File: src/rtl/muldiv_unit.sv
// rtl/muldiv_unit.sv - iterative RV32M multiply/divide unit, fixed 33-cycle latency
// Radix-2 shift-add multiply and restoring divide on operand magnitudes, sign fixed up in DONE.
module muldiv_unit #(
   parameter int WIDTH = 32
) (
   input  logic             I_clk,
   input  logic             I_rst,
   input  logic             I_valid,
   input  logic [2:0]       I_op,
   input  logic [WIDTH-1:0] I_data1,
   input  logic [WIDTH-1:0] I_data2,
   output logic             O_ready,
   output logic             O_valid,
   output logic [WIDTH-1:0] O_data
);
   localparam int CW = $clog2(WIDTH);

   typedef enum logic [1:0] {IDLE, CALC, DONE} state_t;

   state_t           state;
   logic [CW-1:0]    count;
   logic [2:0]       op;
   logic             neg;
   logic             div_zero;
   logic [WIDTH-1:0] hi;
   logic [WIDTH-1:0] lo;
   logic [WIDTH-1:0] b;

   logic             sign1, sign2, neg_in;
   logic [WIDTH-1:0] mag1, mag2;
   logic [WIDTH:0]   mul_sum, shifted, diff;
   logic [2*WIDTH-1:0] prod_s;
   logic [WIDTH-1:0] quo_s, rem_s, result;

   always_comb begin
      sign1  = I_data1[WIDTH-1] & (I_op == 3'd0 || I_op == 3'd1 || I_op == 3'd2 ||
                                   I_op == 3'd4 || I_op == 3'd6);
      sign2  = I_data2[WIDTH-1] & (I_op == 3'd0 || I_op == 3'd1 || I_op == 3'd4 ||
                                   I_op == 3'd6);
      // 0x80000000 negates to itself, which is the correct unsigned magnitude
      mag1   = sign1 ? -I_data1 : I_data1;
      mag2   = sign2 ? -I_data2 : I_data2;
      neg_in = (I_op == 3'd6) ? sign1 : (sign1 ^ sign2);
   end

   always_comb begin
      mul_sum = {1'b0, hi} + (lo[0] ? {1'b0, b} : {(WIDTH+1){1'b0}});
      shifted = {hi, lo[WIDTH-1]};
      diff    = shifted - {1'b0, b};
   end

   // Signed overflow (min / -1) yields min and 0 naturally; only divide-by-zero needs an override.
   always_comb begin
      prod_s = neg ? -{hi, lo} : {hi, lo};
      quo_s  = neg ? -lo : lo;
      rem_s  = neg ? -hi : hi;
      case (op)
         3'd0:          result = prod_s[WIDTH-1:0];
         3'd1, 3'd2,
         3'd3:          result = prod_s[2*WIDTH-1:WIDTH];
         3'd4, 3'd5:    result = div_zero ? {WIDTH{1'b1}} : quo_s;
         default:       result = rem_s;
      endcase
   end

   always_ff @(posedge I_clk or posedge I_rst) begin
      if (I_rst) begin
         state    <= IDLE;
         count    <= '0;
         op       <= '0;
         neg      <= 1'b0;
         div_zero <= 1'b0;
         hi       <= '0;
         lo       <= '0;
         b        <= '0;
         O_ready  <= 1'b1;
         O_valid  <= 1'b0;
         O_data   <= '0;
      end else begin
         O_valid <= 1'b0;
         case (state)
            IDLE: begin
               if (I_valid) begin
                  op       <= I_op;
                  neg      <= neg_in;
                  div_zero <= (I_data2 == '0);
                  hi       <= '0;
                  lo       <= mag1;
                  b        <= mag2;
                  count    <= '0;
                  O_ready  <= 1'b0;
                  state    <= CALC;
               end
            end
            CALC: begin
               if (op[2]) begin
                  if (!diff[WIDTH]) begin
                     hi <= diff[WIDTH-1:0];
                     lo <= {lo[WIDTH-2:0], 1'b1};
                  end else begin
                     hi <= shifted[WIDTH-1:0];
                     lo <= {lo[WIDTH-2:0], 1'b0};
                  end
               end else begin
                  hi <= mul_sum[WIDTH:1];
                  lo <= {mul_sum[0], lo[WIDTH-1:1]};
               end
               count <= count + 1'b1;
               if (count == CW'(WIDTH - 1))
                  state <= DONE;
            end
            DONE: begin
               O_data  <= result;
               O_valid <= 1'b1;
               O_ready <= 1'b1;
               state   <= IDLE;
            end
            default: state <= IDLE;
         endcase
      end
   end
endmodule
File: config.mk
export PLATFORM = sky130hd
export DESIGN_NAME = muldiv_unit
export DESIGN_NICKNAME = d
export VERILOG_FILES = /design/src/rtl/muldiv_unit.sv
export SDC_FILE = /design/constraint.sdc
export NUM_CORES = 1
export LEC_CHECK = 0
export CAP_MARGIN = 0
export CORE_MARGIN = 10
export CORE_UTILIZATION = 47
export CTS_BUF_LIST = sky130_fd_sc_hd__clkbuf_2 sky130_fd_sc_hd__clkbuf_4 sky130_fd_sc_hd__clkbuf_8
export CTS_CLUSTER_SIZE = 25
export DETAILED_ROUTE_END_ITERATION = 8
export PLACE_DENSITY = 0.73
export SYNTH_ARGS = -nofsm -noshare
export SYNTH_HDL_FRONTEND = slang
export SYNTH_SLANG_ARGS = --single-unit
File: constraint.sdc
create_clock -name I_clk -period 13 [get_ports I_clk]
set_clock_uncertainty 0.1 [all_clocks]
set_input_delay 2.6 -clock I_clk [delete_from_list [all_inputs] [get_ports I_clk]]
set_output_delay 2.6 -clock I_clk [all_outputs]
set_load 0.02 [all_outputs]
==> flow_summary.json <==
{
  "status": "completed",
  "p_per_area_nw_per_um2": 303.4,
  "synth_seq_area_share_pct": 26.17,
  "ios": 104,
  "hpwl_mm": 33.21,
  "critPathCapture": "b[29]",
  "max_slew.worst_pin.slew_ns": 1.065,
  "vias_per_cell": 6.167,
  "port_buffers": 103,
  "wl_per_cell_um": 19.86,
  "final_cell_area_um2": 15180,
  "cts_buffer_depth": 2,
  "grt_pass1_wl_mm": 69.67,
  "whs_ns": 0.3818,
  "crit_path_max_fanout": 5,
  "clk_latency_ns": 0.49,
  "crit_path_top_delay_cell": "or4b_2",
  "yosys-top-cells-area": "dfrtp_1, o21ai_0, xnor2_1",
  "arrival_ns": 5.48,
  "setup_tns_ns": 0,
  "cts.clk_slew.worst_paths_ns": 0.10,
  "finalCritPeriodShare_pct": 40.24,
  "max-vdd-ir-drop_mv": 0.1413,
  "cts_setup_buffers": 0,
  "p_total_mw": 4.605,
  "totalWireLength_mm": 43.87,
  "start_kind": "input port",
  "drv_slew": 0,
  "slew-limit-headroom_pct": 28.95,
  "area_growth_pct": 11.75,
  "synth_top_flop_cell": "dfrtp_1",
  "initial_core_util_pct": 47.45,
  "antenna_left": 0,
  "syn_area_per_cell_um2": 7.566,
  "syn_inst": 1795,
  "post-route-drc-count": 0,
  "std_cell_rows": 62,
  "hp-class": "flip-flop to flip-flop",
  "ys_ff_latch": 142,
  "path_buf_inv": 1,
  "fill_cells": 2720,
  "crit_required_ns": 13.25,
  "place_congestion": 1.023,
  "die_y_um": 190.0,
  "numCtsBuffers": 17,
  "gr-total-overflow": 0,
  "grt_usage_pct": 23.61,
  "cp_top_family": "simple AND/OR/NAND/NOR gates",
  "synthesis.nets": 1937,
  "synth_edf_count": 0,
  "register_area_um2": 3557,
  "setup_viol_count_final": 0,
  "reg2reg_slack_ns": 8.72,
  "rsz0062_at_grt": "false",
  "yosysTopAreaCellShare_pct": 25.98,
  "clock_sinks": 142,
  "place_area_um2": 14760,
  "final_nets": 1955,
  "fmax_ghz": 0.1912,
  "cap_violations": 0,
  "yosys_warnings": 0,
  "yosysTopAreaCell": "dfrtp_1",
  "worst-setup-path-type": "input port to flip-flop",
  "crit_chain": "clkdlybuf4s50_1 -> nor4_1 -> nand2_1 -> or4b_2 -> nand2b_1 -> nor2_1 -> nand2_1 -> o21ai_0 -> xor2_1 -> o21ai_0",
  "yosysUniqueCellTypes": 78,
  "crit_start": "I_data2[2]",
  "cellLeakagePower_nw": 6.234,
  "vias": 13620,
  "htree_levels": 4,
  "dp_cells": 2178,
  "dieWidth_um": 190.0,
  "cts_hold_buf": 0,
  "end_kind": "flip-flop",
  "grt_pass1_vias": 12870,
  "die-area_um2": 36100,
  "cts_tree": "yes",
  "grt_max_degree": 82,
  "reg2reg_from": "lo[0]",
  "multi_input_area_um2": 9308,
  "synth-async-reset-ratio_pct": 100.0,
  "drt-initial-drc-count": 1300,
  "layout_min_cycle_time_ns": 5.231,
  "reg2reg_to": "hi[30]",
  "dr.pass1.iters": 6,
  "r2r_cells": 13,
  "cts-resized-gates": 0,
  "coreArea_um2": 28630,
  "cpPeakStageDelay_ns": 0.70,
  "drive_gt1_share_pct": 4.110,
  "hold_violations": 0,
  "cts-root-buf": "clkbuf_8",
  "antenna_found_initial": 0,
  "synth_area_um2": 13580,
  "stdcell_count": 2209,
  "num_antenna_cells": 0,
  "path_depth": 10
}
metrics by stage:
stage	utilization, %	setup slack (ns)
final	53.02	7.769
after global routing	53.02	7.583
after CTS	53.02	7.790
after detailed placement	51.56	7.278
after global placement	51.56	7.308
after floorplan	-	6.492
area by class of cell:
class	instances	share of cell area (%)
Inverter	73	1.838
Sequential cell	142	23.44
Timing Repair Buffer	117	7.486
Clock inverter	14	1.204
Multi-Input combinational cell	1462	61.33
Clock buffer	17	1.542
Tap cell	384	3.166
cell usage after synthesis, drive strengths merged, types with 3 or more instances:
master and number:
nand2 229, o21ai 212, nor2 158, dfrtp 141, a21oi 112, xnor2 106, clkbuf 105, inv 72
xor2 72, ha 70, mux2i 48, nor3 39, nand3 37, a21o 29, o31ai 29, o221ai 27
or3 22, a22oi 21, a31oi 21, nand2b 19, o211ai 15, o41ai 15, a221oi 14, a211oi 13
buf 13, nor4 13, o21a 13, or4 13, and2 10, nand4 10, nor2b 10, or2 9
and3 8, o22ai 8, o21bai 6, o31a 6, a22o 4, a2111oi 3, a21boi 3, o2111ai 3
o22a 3
how the worst min path moves through the flow:
stage	start	end	slack, ns	cells after the start
floorplan	div_zero	div_zero	0.34	2
global placement	O_data[27]	O_data[27]	0.36	2
detailed placement	O_data[0]	O_data[0]	0.37	2
CTS	O_data[28]	O_data[28]	0.39	2
global route	b[26]	b[26]	0.42	2
finish	O_data[28]	O_data[28]	0.38	2
placed cells by master, fill, tap and decap left out, types with 37 or more instances in the layout:
cell,instances
a21oi_1,112
clkdlybuf4s50_1,103
dfrtp_1,139
ha_1,70
inv_1,71
mux2i_1,48
nand2_1,228
nand3_1,37
nor2_1,157
nor3_1,37
o21ai_0,207
xnor2_1,106
xor2_1,72
power breakdown:
part | switching, mW | internal (mW) | total, mW | leakage, nW
registers | 0.365 | 0.664 | 1.03 | 1.72
clock network | 0.205 | 0.192 | 0.397 | 0.194
logic | 1.90 | 1.28 | 3.18 | 4.32
sequential cells by signal, summed over array words and instances, names as in the netlist:
name,count
O_data,32
b,32
hi,32
lo,32
count,5
op,3
state,2
O_ready,1
O_valid,1
div_zero,1
neg,1
layer usage:
layer	global-route usage (%)	vias up	share of wire, %
met5	0	-	0
li1	-	6478	-
met3	4.504	66	8.3
met1	32.00	6465	45
met2	37.23	614	45
met4	7.173	0	2.2
worst reg2reg max path, cell delays in order, from the launching register on:
cell and delay, ns:
dfrtp_1 0.57, clkinv_1 0.26, buf_4 0.30, nor2_1 0.16, ha_1 0.24, o21ai_0 0.16, o21ai_0 0.41, nand4_1 0.23
a211oi_1 0.68, o221ai_1 0.37, o21ai_0 0.30, xor2_1 0.09, a22oi_1 0.16, o21ai_0 0.11
kinds of logic after synthesis:
kind of cell	after synthesis	share of synthesized area (%)
compound gates	575	26.80
xor+xnor	178	11.48
fa+ha+maj	72	6.743
buf+inv	191	5.435
flops	142	26.17
mux	49	3.620
simple gates	588	19.75
(Power assumes the default switching activity.)
